$ cat config.mk
export PLATFORM = sky130hd
export DESIGN_NAME = shared_port_sched
export DESIGN_NICKNAME = d
export VERILOG_FILES = /design/src/rtl/shared_port_sched_pkg.sv /design/src/rtl/shared_port_sched_rr_pick.sv /design/src/rtl/shared_port_sched.sv
export SDC_FILE = /design/constraint.sdc
export NUM_CORES = 1
export LEC_CHECK = 0
export CAP_MARGIN = 20
export CORE_AREA = 2 2 68 70
export CTS_CLUSTER_DIAMETER = 150
export DETAILED_ROUTE_END_ITERATION = 7
export DIE_AREA = 0 0 70 72
export DONT_BUFFER_PORTS = 1
export HOLD_SLACK_MARGIN = 0.08
export PLACE_DENSITY = 0.51
export SETUP_SLACK_MARGIN = 0.02
export SYNTH_ARGS = -nofsm -noshare
export SYNTH_HDL_FRONTEND = slang
export SYNTH_SLANG_ARGS = --single-unit
export TNS_END_PERCENT = 5
$ cat constraint.sdc
create_clock -name clk -period 1.7 [get_ports clk]
set_clock_uncertainty 0.05 [all_clocks]
set_input_delay 0.34 -clock clk [delete_from_list [all_inputs] [get_ports clk]]
set_output_delay 0.34 -clock clk [all_outputs]
set_load 0.01 [all_outputs]
$ cat src/rtl/shared_port_sched_pkg.sv
// ---------------------------------------------------------------------------
// shared_port_sched_pkg
// Shared definitions for the shared-port burst scheduler:
//   - state_t      : scheduler FSM states (IDLE / OWN / REL)
//   - NREQ_DEF     : default number of requesters (fixed at 4)
//   - LEN_W_DEF    : default width of one burst-length field
//   - TMO_DEF      : default stall cycles before a watchdog abort
//   - ID_W         : width of a requester index
//   - id_to_onehot : requester index to one-hot grant vector
// ---------------------------------------------------------------------------
package shared_port_sched_pkg;

  localparam int NREQ_DEF  = 4;
  localparam int LEN_W_DEF = 4;
  localparam int TMO_DEF   = 16;
  localparam int ID_W      = 2;

  typedef enum logic [1:0] {
    IDLE = 2'd0,
    OWN  = 2'd1,
    REL  = 2'd2
  } state_t;

  function automatic logic [NREQ_DEF-1:0] id_to_onehot(input logic [ID_W-1:0] id);
    logic [NREQ_DEF-1:0] oh;
    oh     = '0;
    oh[id] = 1'b1;
    return oh;
  endfunction

endpackage

$ cat src/rtl/shared_port_sched_rr_pick.sv
// ---------------------------------------------------------------------------
// rr_pick
// Combinational round-robin selector for four requesters. The search starts
// one past the most recent owner and wraps, so the last owner has the lowest
// priority.
// Ports:
//   request [3:0] in  : active requests
//   last_id [1:0] in  : index of the most recent owner
//   winner  [1:0] out : selected requester (0 when none)
//   any           out : at least one request is active
// ---------------------------------------------------------------------------
module rr_pick
  import shared_port_sched_pkg::*;
(
  input  logic [3:0]      request,
  input  logic [ID_W-1:0] last_id,
  output logic [ID_W-1:0] winner,
  output logic            any
);

  logic [ID_W-1:0] idx;

  // Walk the four candidates in rotated order; the first active one wins.
  // The 2-bit add wraps naturally, and i = 4 comes back to last_id itself.
  always_comb begin
    winner = '0;
    any    = 1'b0;
    idx    = '0;
    for (int i = 1; i <= 4; i++) begin
      idx = last_id + ID_W'(i);
      if (!any && request[idx]) begin
        winner = idx;
        any    = 1'b1;
      end
    end
  end

endmodule

$ cat src/rtl/shared_port_sched.sv
// ---------------------------------------------------------------------------
// shared_port_sched
// Grants one of four requesters ownership of a shared port for a burst of
// beats. Arbitration is round-robin. A release cycle follows every ownership,
// and a watchdog aborts a burst that stalls too long. All outputs are
// registered.
// Ports:
//   clk, rst         in  : clock; synchronous active-high reset
//   request    [3:0] in  : per-requester level request, held for the burst
//   burst_len [15:0] in  : per-requester beats-minus-one, field i = [4i+3:4i]
//   port_ready       in  : the shared port accepts a beat this cycle
//   grant      [3:0] out : one-hot owner, zero when the port is unowned
//   grant_id   [1:0] out : index of the current or most recent owner
//   beat_valid       out : a beat is offered to the port
//   busy             out : the scheduler is not idle
//   tmo_err          out : one-cycle pulse when the watchdog aborts a burst
// ---------------------------------------------------------------------------
module shared_port_sched
  import shared_port_sched_pkg::*;
#(
  parameter int NREQ  = NREQ_DEF,
  parameter int LEN_W = LEN_W_DEF,
  parameter int TMO   = TMO_DEF
) (
  input  logic                  clk,
  input  logic                  rst,
  input  logic [NREQ-1:0]       request,
  input  logic [NREQ*LEN_W-1:0] burst_len,
  input  logic                  port_ready,
  output logic [NREQ-1:0]       grant,
  output logic [ID_W-1:0]       grant_id,
  output logic                  beat_valid,
  output logic                  busy,
  output logic                  tmo_err
);

  // The stall counter only has to reach TMO-1.
  localparam int STALL_W = (TMO > 2) ? $clog2(TMO) : 1;

  state_t              state_q, state_d;
  logic [ID_W-1:0]     owner_q, owner_d;
  logic [ID_W-1:0]     last_id_q;
  logic [ID_W-1:0]     pick_winner;
  logic                pick_any;
  logic [LEN_W-1:0]    pick_len;
  logic [LEN_W-1:0]    beat_cnt_q;
  logic [STALL_W-1:0]  stall_cnt_q;
  logic                last_beat, req_drop, stall_tmo;
  logic [NREQ-1:0]     grant_d;
  logic                beat_valid_d, busy_d, tmo_err_d;

  rr_pick u_rr_pick (
    .request (request),
    .last_id (last_id_q),
    .winner  (pick_winner),
    .any     (pick_any)
  );

  assign pick_len = burst_len[int'(pick_winner)*LEN_W +: LEN_W];

  // Events that can end an ownership. Their priority (completion, then drop,
  // then timeout) is resolved where tmo_err is decoded; any of them leaves OWN.
  assign last_beat = port_ready && (beat_cnt_q == '0);
  assign req_drop  = !request[owner_q];
  assign stall_tmo = !port_ready && (stall_cnt_q == STALL_W'(TMO - 1));

  // State register.
  always_ff @(posedge clk) begin
    if (rst) begin
      state_q <= IDLE;
    end else begin
      state_q <= state_d;
    end
  end

  // Next state. The owner index changes only when a new winner is taken.
  always_comb begin
    state_d = state_q;
    owner_d = owner_q;
    case (state_q)
      IDLE: begin
        if (pick_any) begin
          state_d = OWN;
          owner_d = pick_winner;
        end
      end
      OWN: begin
        if (last_beat || req_drop || stall_tmo) begin
          state_d = REL;
        end
      end
      REL: begin
        state_d = IDLE;
      end
      default: begin
        state_d = IDLE;
      end
    endcase
  end

  // Output decode from the next state, so the registered outputs line up
  // with the state register.
  always_comb begin
    grant_d      = '0;
    beat_valid_d = 1'b0;
    busy_d       = (state_d != IDLE);
    if (state_d == OWN) begin
      grant_d      = id_to_onehot(owner_d);
      beat_valid_d = 1'b1;
    end
    // A timeout is reported only when neither a completion nor a request
    // drop happens on the same cycle.
    tmo_err_d = (state_q == OWN) && !last_beat && !req_drop && stall_tmo;
  end

  // Beat and stall counters, round-robin pointer, and output registers.
  always_ff @(posedge clk) begin
    if (rst) begin
      owner_q     <= '0;
      last_id_q   <= ID_W'(3);
      beat_cnt_q  <= '0;
      stall_cnt_q <= '0;
      grant       <= '0;
      grant_id    <= '0;
      beat_valid  <= 1'b0;
      busy        <= 1'b0;
      tmo_err     <= 1'b0;
    end else begin
      owner_q    <= owner_d;
      grant      <= grant_d;
      grant_id   <= owner_d;
      beat_valid <= beat_valid_d;
      busy       <= busy_d;
      tmo_err    <= tmo_err_d;
      case (state_q)
        IDLE: begin
          if (pick_any) begin
            beat_cnt_q  <= pick_len;
            stall_cnt_q <= '0;
          end
        end
        OWN: begin
          if (port_ready) begin
            if (beat_cnt_q != '0) begin
              beat_cnt_q <= beat_cnt_q - LEN_W'(1);
            end
            stall_cnt_q <= '0;
          end else if (!stall_tmo) begin
            stall_cnt_q <= stall_cnt_q + STALL_W'(1);
          end
        end
        REL: begin
          last_id_q <= owner_q;
        end
        default: begin
        end
      endcase
    end
  end

endmodule
## After elaboration in Yosys (flattened, before gate mapping)

Cells that the tools add are included.

| word-level totals | value |
|---|---|
| bits in registers | 21 |
| latch bits | 0 |
| bits in writable memories | 0 |
| ROM bits | 0 |
| input port bits | 23 |
| output and inout bits | 9 |
| word-level logic and storage cells | 90 |
| memories kept | 0 |

| cells by class | value |
|---|---|
| add/subtract/negate cells | 5 |
| multiply operators | 0 |
| divide/modulo/power cells | 0 |
| order comparisons | 7 |
| equal/unequal tests | 8 |
| shift operators | 1 |
| multiplexer cells | 34 |
| bitwise gates (word level) | 1 |
| reductions and logical operators | 25 |

Operators by type and width:

| cell | count |
|---|---|
| 4-bit two-way mux | 6 |
| 2-bit by 3-bit less-than comparator with 1-bit output (second input constant) | 6 |
| 2-bit two-way mux | 8 |
| 4-bit case mux with 2 select lines | 2 |
| 16-bit by 5-bit indexed part select with 4-bit output | 1 |
| 1-bit two-way mux | 11 |
| 1-bit binary-select mux with 2-bit select | 5 |
| 1-bit logical AND | 9 |
| 1-bit logical NOT | 6 |
| 2-bit adder (second input constant) | 2 |
| 4-bit by 1-bit adder with 4-bit output (second input constant) | 1 |
| 2-bit by 1-bit equality test with 1-bit output (second input constant) | 2 |
| 4-bit equality test (second input constant) | 1 |
| 4-bit logical NOT | 1 |
| 2-bit inequality test (second input constant) | 2 |
| 2-bit case mux with 2 select lines | 1 |
| 4-bit AND reduction | 1 |
| 2-bit nonzero test | 2 |
| 4-bit nonzero test | 1 |
| 4-bit by 1-bit subtractor with 4-bit output (second input constant) | 1 |
| 3-bit inequality test (second input constant) | 1 |
| 3-bit AND reduction | 1 |
| 2-bit by 1-bit adder with 2-bit output (second input constant) | 1 |
| 1-bit demux with 2-bit select | 1 |
| other kinds (7) | 8 |

## Longest topological paths before layout

Gate-level depths: netlist (run 1).

| logic depth | value |
|---|---|
| depth in word-level cells | 19 |
| mapped depth | 7 |
| depth with buffers taken out | 7 |

## Hierarchy

A second synthesis (run 1) with hierarchy kept.

| unflattened totals | value |
|---|---|
| cell total of the unflattened synthesis | 129 |
| area, all modules | 1201.2 um^2 |

By module, submodules not included:

| module | instances | cells an instance | area an instance (um^2) | sequential area each (um^2) |
|---|---|---|---|---|
| shared_port_sched | 1 | 115 | 1109.8 | 420.4 |
| rr_pick | 1 | 14 | 91.3 | 0.0 |

## Worst setup path before layout (run 1)

Ideal clock, no wire load.

| timing path | value |
|---|---|
| kind | reg-to-reg |
| start point | register stall_cnt_q[0] |
| end point | register stall_cnt_q[2] |
| setup time | 0.070 ns |
| data arrival time | 1.686 ns |
| required time | 1.580 ns |
| slack | -0.106 ns |
| cell stages (with the launch flop) | 6 |
| path buffers | 0 |
| clock period less this slack | 1.806 ns |
| path through | dfxtp_1 -> ha_1 -> and4b_4 -> or4b_4 -> or3b_1 -> a21oi_1 |

| on the way | value |
|---|---|
| word-level cells in the longest chain between the ends | 4 |
| elaborated cells on any way between the ends | 8 |
| classes of those cells | add/sub: 1; eq/ne: 2; mux: 3; reduce/logical: 2 |

RTL lines:

| element | line | RTL |
|---|---|---|
| start: declaration | shared_port_sched.sv:47 | `logic [STALL_W-1:0] stall_cnt_q;` |
| start signal: assignment | shared_port_sched.sv:149 | `stall_cnt_q <= stall_cnt_q + STALL_W'(1);` |
| 4-bit by 1-bit adder with 4-bit output or 4-bit equality test (tied branches) | shared_port_sched.sv:149, shared_port_sched.sv:65 |  |
| 4-bit two-way mux or 1-bit logical AND (tied branches) | shared_port_sched.sv:148, shared_port_sched.sv:65 |  |
| 4-bit two-way mux or 3-bit inequality test (tied branches) | - |  |
| 4-bit case mux with 2 select lines or 3-bit AND reduction (tied branches) | - |  |

Parallel ways exist; a longest one is shown, timed or not. The select of a mux whose other input is x is not followed.
A chain may end at the register's enable or synchronous reset.

## Final worst setup path (run 1)

| timing path | value |
|---|---|
| start point | register stall_cnt_q[1] |
| end point | register stall_cnt_q[2] |

Same word-level chain as after synthesis.

==> key figures, run 1 <==
Outcome
  – Status: finished, violations left
  – Failing checks: setup timing

Synthesis
  – Library cells used by synthesis: 39
  – Post-synthesis cell type with the largest combined area: dfxtp_1
  – Number of enable-type register cells in the synthesized netlist: 0
  – Commonest register cell after synthesis: dfxtp_1
  – Most common cell in the synthesized netlist: dfxtp_1
  – Share of synthesized area occupied by flip-flops and latches: 34.0%
  – Area contributors post-synth: dfxtp_1 (34%), a31oi_1 (6.6%), o21ai_0 (6.5%)
  – Yosys top cell area share: 34.0%
  – Synthesized area per cell: 8.36 µm²
  – Synthesized netlist net count: 174
  – Number of cells produced by synthesis: 148
  – Asr flop ratio synth: 0%
  – Yosys warning total: 0
  – Commonest cells post-synth: dfxtp_1 (21), o21ai_0 (16), a31oi_1 (13), inv_1 (13), nor2_1 (9)
  – Flop and latch count out of synthesis: 21
  – Synth Cell Area: 1240 µm²

Clock network
  – Clock tree root driver cell: clkbuf_8
  – Clock insertion delay at the later pin of the skew report: 260 ps
  – CTS Buf Count: 3
  – Post-CTS setup-driven buffer insertion count: 0
  – CTS tree: built
  – Number of sinks handled by clock tree synthesis: 21
  – CTS clk-pin slew, worst paths: 70 ps
  – Clock tree buffer depth: 2
  – Depth of the CTS H-tree: 1

Global route
  – Initial antenna violation count: 0
  – Via count of the first global-routing pass: 1143
  – Global-route wire length before repair: 5.14 mm
  – GRT Residual Overflow: 0
  – Global-route total usage across every layer: 12.1%
  – Maximum number of pins on one net before global-route repair: 18

Worst setup path
  – Reg-to-reg slack, setup: -40 ps
  – Worst setup path class: reg2reg
  – Critical path required time: 1840 ps
  – Crit. End Element: flip-flop
  – Arrival time worst endpoint: 1880 ps
  – Kind of launch point of the worst setup path: flip-flop
  – Critical-path maximum fanout: 3

Finish
  – Fin area: 1560 µm²
  – Final cell count without fillers: 220
  – Share of final-layout standard cells stronger than drive strength 1: 25.0%
  – Antenna diodes: 0
  – Number of nets in the final layout: 195
  – Area added between synthesis and finish: 25.7%

Die
  – Horizontal die dimension: 70 µm
  – Number of cell rows: 24
  – Boundary pin count: 32
  – Die area: 5040 µm²
  – Core outline area: 4260 µm²
  – Die boundary height: 72 µm
  – Initial Utilization: 29.0%

Placed design
  – Post-Place Worst Slack: -55.5 ps
  – Placed cell area: 1440 µm²
  – Cell total after placement: 215
  – Final estimated routing congestion in global placement: 0.786
  – DP Wirelength: 2.36 mm
  – Count of buffers from port buffering: 0

Power and ir drop
  – Final Total Pwr: 1.74 mW
  – Proportion of power drawn by combinational gates: 42.8%
  – Clock group share of total power: 18.6%
  – Power density relative to cell area: 1120 nW/µm²
  – Internal power: 1.13 mW
  – Static leakage power: 0.636 nW
  – Switching fraction of total power: 35.0%
  – Switching power of the nets: 611 µW
  – Worst VDD drop: 321 µV
  – Sequential share of power: 38.6%

STA
  – Final setup margin: -39.7 ps
  – Part of the cycle the worst path needs: 102%
  – Endpoints failing hold: 0
  – Maximum frequency from static timing analysis: 575 MHz
  – Final setup violating endpoints: 2
  – Slew margin rel.: 57.0%
  – Transition time of the tightest slew-check pin: 640 ps
  – Count of pins over their slew limit: 0
  – Minimum period implied by the final worst setup slack: 1740 ps
  – RSZ-0062 raised after global routing: true

Flow run
  – Max cap viols: 0

Detailed routing
  – Final wirelength: 3.06 mm
  – Number of remaining DRC errors: 0
  – Routed length per placed instance: 13.9 µm
  – Number of vias in the routed layout: 1160
  – Total iterations of the first detailed-routing run: 4
  – Count of routing violations after the opening detailed-route iteration: 35
  – Avg Vias per Cell: 5.27
  – Count of antenna-violating nets left after detailed routing: 0

Worst hold path
  – Type of the tightest min-delay check: in2reg
[what timing repair did]
action,4_1_cts,5_1_grt
hold endpoints to repair,0,2
setup endpoints to repair,5,12
pin swaps,1,5
hold buffers,0,1
resized for setup,0,15
cloned,0,0
[sequential cells by signal, summed over array words and instances (netlist names)]
signal       cells
grant            4
state_q          2
beat_cnt_q       4
last_id_q        2
owner_q          2
busy             1
tmo_err          1
stall_cnt_q      4
beat_valid       1
[area by class of cell]
| class | instances | area [µm²] |
|---|---|---|
| inverters | 13 | 48.8 |
| clock inverters | 1 | 5.00 |
| clock buffers | 3 | 41.3 |
| flip-flops and latches | 21 | 425 |
| well taps | 52 | 65.1 |
| repair buffers | 21 | 160 |
| multi-input cells | 109 | 810 |
| fillers | 443 | 2710 |
[through the flow]
step	TNS [ps]	utilization, %	hold WS, ps
2_1_floorplan	-44.6	-	402
3_3_place_gp	-56.3	33.8	361
3_5_place_dp	-167	33.8	363
4_1_cts	-172	34.9	83.9
5_1_grt	-236	36.5	80.3
6_report	-60.2	36.5	88.6
[kinds of logic after synthesis]
logic type,synth area share (%)
muxes,6.27
buffers and inverters,5.46
AOI/OAI and AO/OA,24.4
xor gates and xnor gates,1.42
and+or+nand+nor,25.5
DFF,34.0
adders and majority gates,3.03
[power groups by stage]
stage	Sequential, mW	Clock, mW	Combinational (mW)
2_1_floorplan	0.674	0	0.443
3_3_place_gp	0.673	0	0.682
3_5_place_dp	0.673	0	0.691
4_1_cts	0.663	0.335	0.695
5_1_grt	0.685	0.355	0.847
6_report	0.673	0.324	0.746
[routing by layer]
layer / wire (µm) / vias up / part of all wire, % / track usage (%)
li1: - / 593 / - / -
met1: 1460 / 536 / 48 / 16.0
met2: 1450 / 31 / 47 / 20.0
met3: 146 / 0 / 4.8 / 2.92
met4: 0 / 0 / 0 / 2.78
met5: 0 / - / 0 / 0
[final timing paths]
check / start / end / cells after the start
hold / removal: rst / stall_cnt_q[0]$_SDFFE_PP0P_ / 1
setup reg to reg: stall_cnt_q[1]$_SDFFE_PP0P_ / stall_cnt_q[2]$_SDFFE_PP0P_ / 5
hold reg to reg: stall_cnt_q[3]$_SDFFE_PP0P_ / stall_cnt_q[3]$_SDFFE_PP0P_ / 2
setup / recovery: stall_cnt_q[1]$_SDFFE_PP0P_ / stall_cnt_q[2]$_SDFFE_PP0P_ / 5
[layout by cell type (no fill, tap or decap), drive strengths merged, types with 6 or more instances in the layout]
| master | instances |
|---|---|
| a31oi | 13 |
| nand2b | 8 |
| nor2 | 9 |
| buf | 20 |
| nand2 | 7 |
| o21ai | 16 |
| and4 | 8 |
| a21oi | 6 |
| inv | 13 |
| dfxtp | 21 |
[critical path: stages (launching register included)]
cell	delay [ps]
dfxtp_2	340
ha_4	160
and4b_4	170
or4b_4	490
or3b_1	360
a21oi_1	120
Note: power is estimated with default switching activity, not from simulation.
==> run 2: changes to the inputs <==
--- a/config.mk
+++ b/config.mk
@@ -7,6 +7,7 @@
 export LEC_CHECK = 0
 export CAP_MARGIN = 20
 export CORE_AREA = 2 2 68 70
+export CTS_BUF_LIST = sky130_fd_sc_hd__clkbuf_4 sky130_fd_sc_hd__clkbuf_8
 export CTS_CLUSTER_DIAMETER = 150
 export DETAILED_ROUTE_END_ITERATION = 7
 export DIE_AREA = 0 0 70 72
==> results of run 2 <==
Same layout as run 1: the final DEF is identical, and so are final timing and power.
==> run 3: changes to the inputs <==
--- a/config.mk
+++ b/config.mk
@@ -15,6 +15,7 @@
 export HOLD_SLACK_MARGIN = 0.08
 export PLACE_DENSITY = 0.51
 export SETUP_SLACK_MARGIN = 0.02
+export SKIP_CTS_REPAIR_TIMING = 1
 export SYNTH_ARGS = -nofsm -noshare
 export SYNTH_HDL_FRONTEND = slang
 export SYNTH_SLANG_ARGS = --single-unit
==> key figures, run 3 (synthesis results as in run 1) <==
Outcome
  – Status: finished, violations left (unchanged)
  – Failing checks: setup timing (unchanged)

Clock network
  – Depth of the CTS H-tree: 1 (unchanged)
  – Clock tree buffer depth: 2 (unchanged)
  – CTS clk-pin slew, worst paths: 70 ps (about the same)
  – Number of sinks handled by clock tree synthesis: 21 (unchanged)
  – Clock insertion delay at the later pin of the skew report: 260 ps (about the same)
  – CTS tree: built (unchanged)
  – CTS Buf Count: 3 (unchanged)
  – Clock tree root driver cell: clkbuf_8 (unchanged)

Finish
  – Antenna diodes: 0 (unchanged)
  – Commonest cells after routing, fill and taps aside: buf_4 (20), dfxtp_1 (17), o21ai_0 (16) (unchanged)
  – Final core occ: 36.5% (unchanged)
  – Number of nets in the final layout: 195 (unchanged)
  – Area added between synthesis and finish: 25.7% (unchanged)
  – Share of final-layout standard cells stronger than drive strength 1: 25.0% (unchanged)
  – Registers with the most flip-flops: beat_cnt_q (4), grant (4), stall_cnt_q (4) (unchanged)
  – Fin area: 1560 µm² (unchanged)
  – Leading cell type in the layout, fill and taps excluded: buf_4 (unchanged)

Worst hold path
  – Worst hold path depth: 1 (unchanged)
  – Hold Startpoint: rst (unchanged)
  – Type of the tightest min-delay check: in2reg (unchanged)
  – Endpoint of the worst hold-timing path: stall_cnt_q[0]$_SDFFE_PP0P_ (unchanged)

Worst setup path
  – Worst r2r path cells: 5 (unchanged)
  – Startpoint of the worst-slack reg-to-reg timing path: stall_cnt_q[1]$_SDFFE_PP0P_ (unchanged)
  – Crit. End Element: flip-flop (unchanged)
  – R2r endpoint: stall_cnt_q[2]$_SDFFE_PP0P_ (unchanged)
  – Worst setup path class: reg2reg (unchanged)
  – Kind of launch point of the worst setup path: flip-flop (unchanged)
  – Reg-to-reg slack, setup: -40 ps (about the same)
  – Count of buffer and inverter cells on the critical path: 0 (unchanged)
  – Critical-path maximum fanout: 3 (unchanged)
  – Arrival time worst endpoint: 1880 ps (about the same)
  – Crit path max-delay family: simple AND/OR/NAND/NOR gates (unchanged)
  – Slowest stage cell on the critical path: or4b_4 (unchanged)
  – Peak per-stage delay on the critical path: 490 ps (about the same)
  – Critical path required time: 1840 ps (about the same)
  – Ordered cell list for the critical path: ha_4, and4b_4, or4b_4, or3b_1, a21oi_1 (unchanged)

Global route
  – Global-route wire length before repair: 5.12 mm (was 5.14 mm)
  – Initial antenna violation count: 0 (unchanged)
  – Maximum number of pins on one net before global-route repair: 18 (unchanged)
  – Global-route total usage across every layer: 12.0% (was 12.1%)
  – GRT Residual Overflow: 0 (unchanged)
  – Via count of the first global-routing pass: 1145 (was 1143)

STA
  – RSZ-0062 raised after global routing: true (unchanged)
  – Final setup margin: -39.7 ps (unchanged)
  – Transition time of the tightest slew-check pin: 640 ps (unchanged)
  – Count of pins over their slew limit: 0 (unchanged)
  – Slew margin rel.: 57.0% (unchanged)
  – Final setup violating endpoints: 2 (unchanged)
  – Endpoints failing hold: 0 (unchanged)
  – Maximum frequency from static timing analysis: 575 MHz (unchanged)
  – Worst hold slack: 88.6 ps (unchanged)
  – Minimum period implied by the final worst setup slack: 1740 ps (unchanged)
  – Part of the cycle the worst path needs: 102% (unchanged)

Die
  – Die area: 5040 µm² (unchanged)
  – Die boundary height: 72 µm (unchanged)
  – Core outline area: 4260 µm² (unchanged)
  – Number of cell rows: 24 (unchanged)
  – Horizontal die dimension: 70 µm (unchanged)
  – Initial Utilization: 29.0% (unchanged)
  – Boundary pin count: 32 (unchanged)

Detailed routing
  – Number of remaining DRC errors: 0 (unchanged)
  – Total iterations of the first detailed-routing run: 4 (unchanged)
  – Highest Signal Layer: met3 (unchanged)
  – Number of vias in the routed layout: 1160 (unchanged)
  – Detail Route met3 WL: 146 µm (unchanged)
  – Routed length per placed instance: 13.9 µm (unchanged)
  – Count of routing violations after the opening detailed-route iteration: 38 (was 35)
  – Routed metal-1 wire length: 1.46 mm (unchanged)
  – Length of routed met2 wiring: 1.45 mm (unchanged)
  – Avg Vias per Cell: 5.27 (unchanged)
  – Final wirelength: 3.06 mm (unchanged)
  – Count of antenna-violating nets left after detailed routing: 0 (unchanged)

Placed design
  – Final estimated routing congestion in global placement: 0.786 (unchanged)
  – Post-Place Worst Slack: -55.5 ps (unchanged)
  – Placed cell area: 1440 µm² (unchanged)
  – DP Wirelength: 2.36 mm (unchanged)
  – Count of buffers from port buffering: 0 (unchanged)

Power and ir drop
  – Power density relative to cell area: 1120 nW/µm² (unchanged)
  – Static leakage power: 0.636 nW (unchanged)
  – Worst VDD drop: 321 µV (unchanged)

Flow run
  – Max cap viols: 0 (unchanged)
==> run 3: cell counts in the layout (fill, tap and decap cells not counted) <==
Identical to the previous run, type by type.
==> run 3: worst max-delay path by stage <==
stage               slack (ps)  depth (start not counted)                     endpoint                         from
floorplan                  -40                          5  stall_cnt_q[2]$_SDFFE_PP0P_  stall_cnt_q[0]$_SDFFE_PP0P_
CTS                        -70                          5  stall_cnt_q[2]$_SDFFE_PP0P_  stall_cnt_q[1]$_SDFFE_PP0P_
global route              -100                          5  stall_cnt_q[2]$_SDFFE_PP0P_  stall_cnt_q[1]$_SDFFE_PP0P_
detailed placement         -60                          5  stall_cnt_q[2]$_SDFFE_PP0P_  stall_cnt_q[1]$_SDFFE_PP0P_
finish                     -40                          5  stall_cnt_q[2]$_SDFFE_PP0P_  stall_cnt_q[1]$_SDFFE_PP0P_
global placement           -30                          5  stall_cnt_q[2]$_SDFFE_PP0P_  stall_cnt_q[1]$_SDFFE_PP0P_
==> run 3: layer usage <==
metal	vias to the layer above	global-route usage, %
met5	-	0
met4	0	2.78
met3	0	2.92
met2	31	20.0
met1	536	15.9
li1	593	-
==> run 3: per-stage QoR <==
| step | power [mW] | std cells | TNS (ps) |
|---|---|---|---|
| floorplan | 1.12 | 148 | -44.6 |
| global placement | 1.35 | 215 | -56.3 |
| detailed placement | 1.36 | 215 | -167 |
| CTS | 1.69 | 219 | -188 |
| finish | 1.74 | 220 | -60.2 |
| global route | 1.89 | 220 | -236 |
==> run 3: report_power, final <==
part	internal, mW	switching, mW
Sequential	0.588	0.0846
Clock	0.163	0.161
Combinational	0.381	0.365
Total	1.13	0.611
==> run 3: layout make-up <==
type / count / area [µm²]
timing repair buffer: 21 / 160
tap: 52 / 65.1
inverter: 13 / 48.8
fill: 443 / 2710
clock buffer: 3 / 41.3
multi-input combinational: 109 / 810
sequential: 21 / 425
clock inverter: 1 / 5.00
==> run 3: worst register-to-register path, stage by stage, from the launching register on <==
cell and delay [ps]:
dfxtp_2 340, ha_4 160, and4b_4 170, or4b_4 490
or3b_1 360, a21oi_1 120
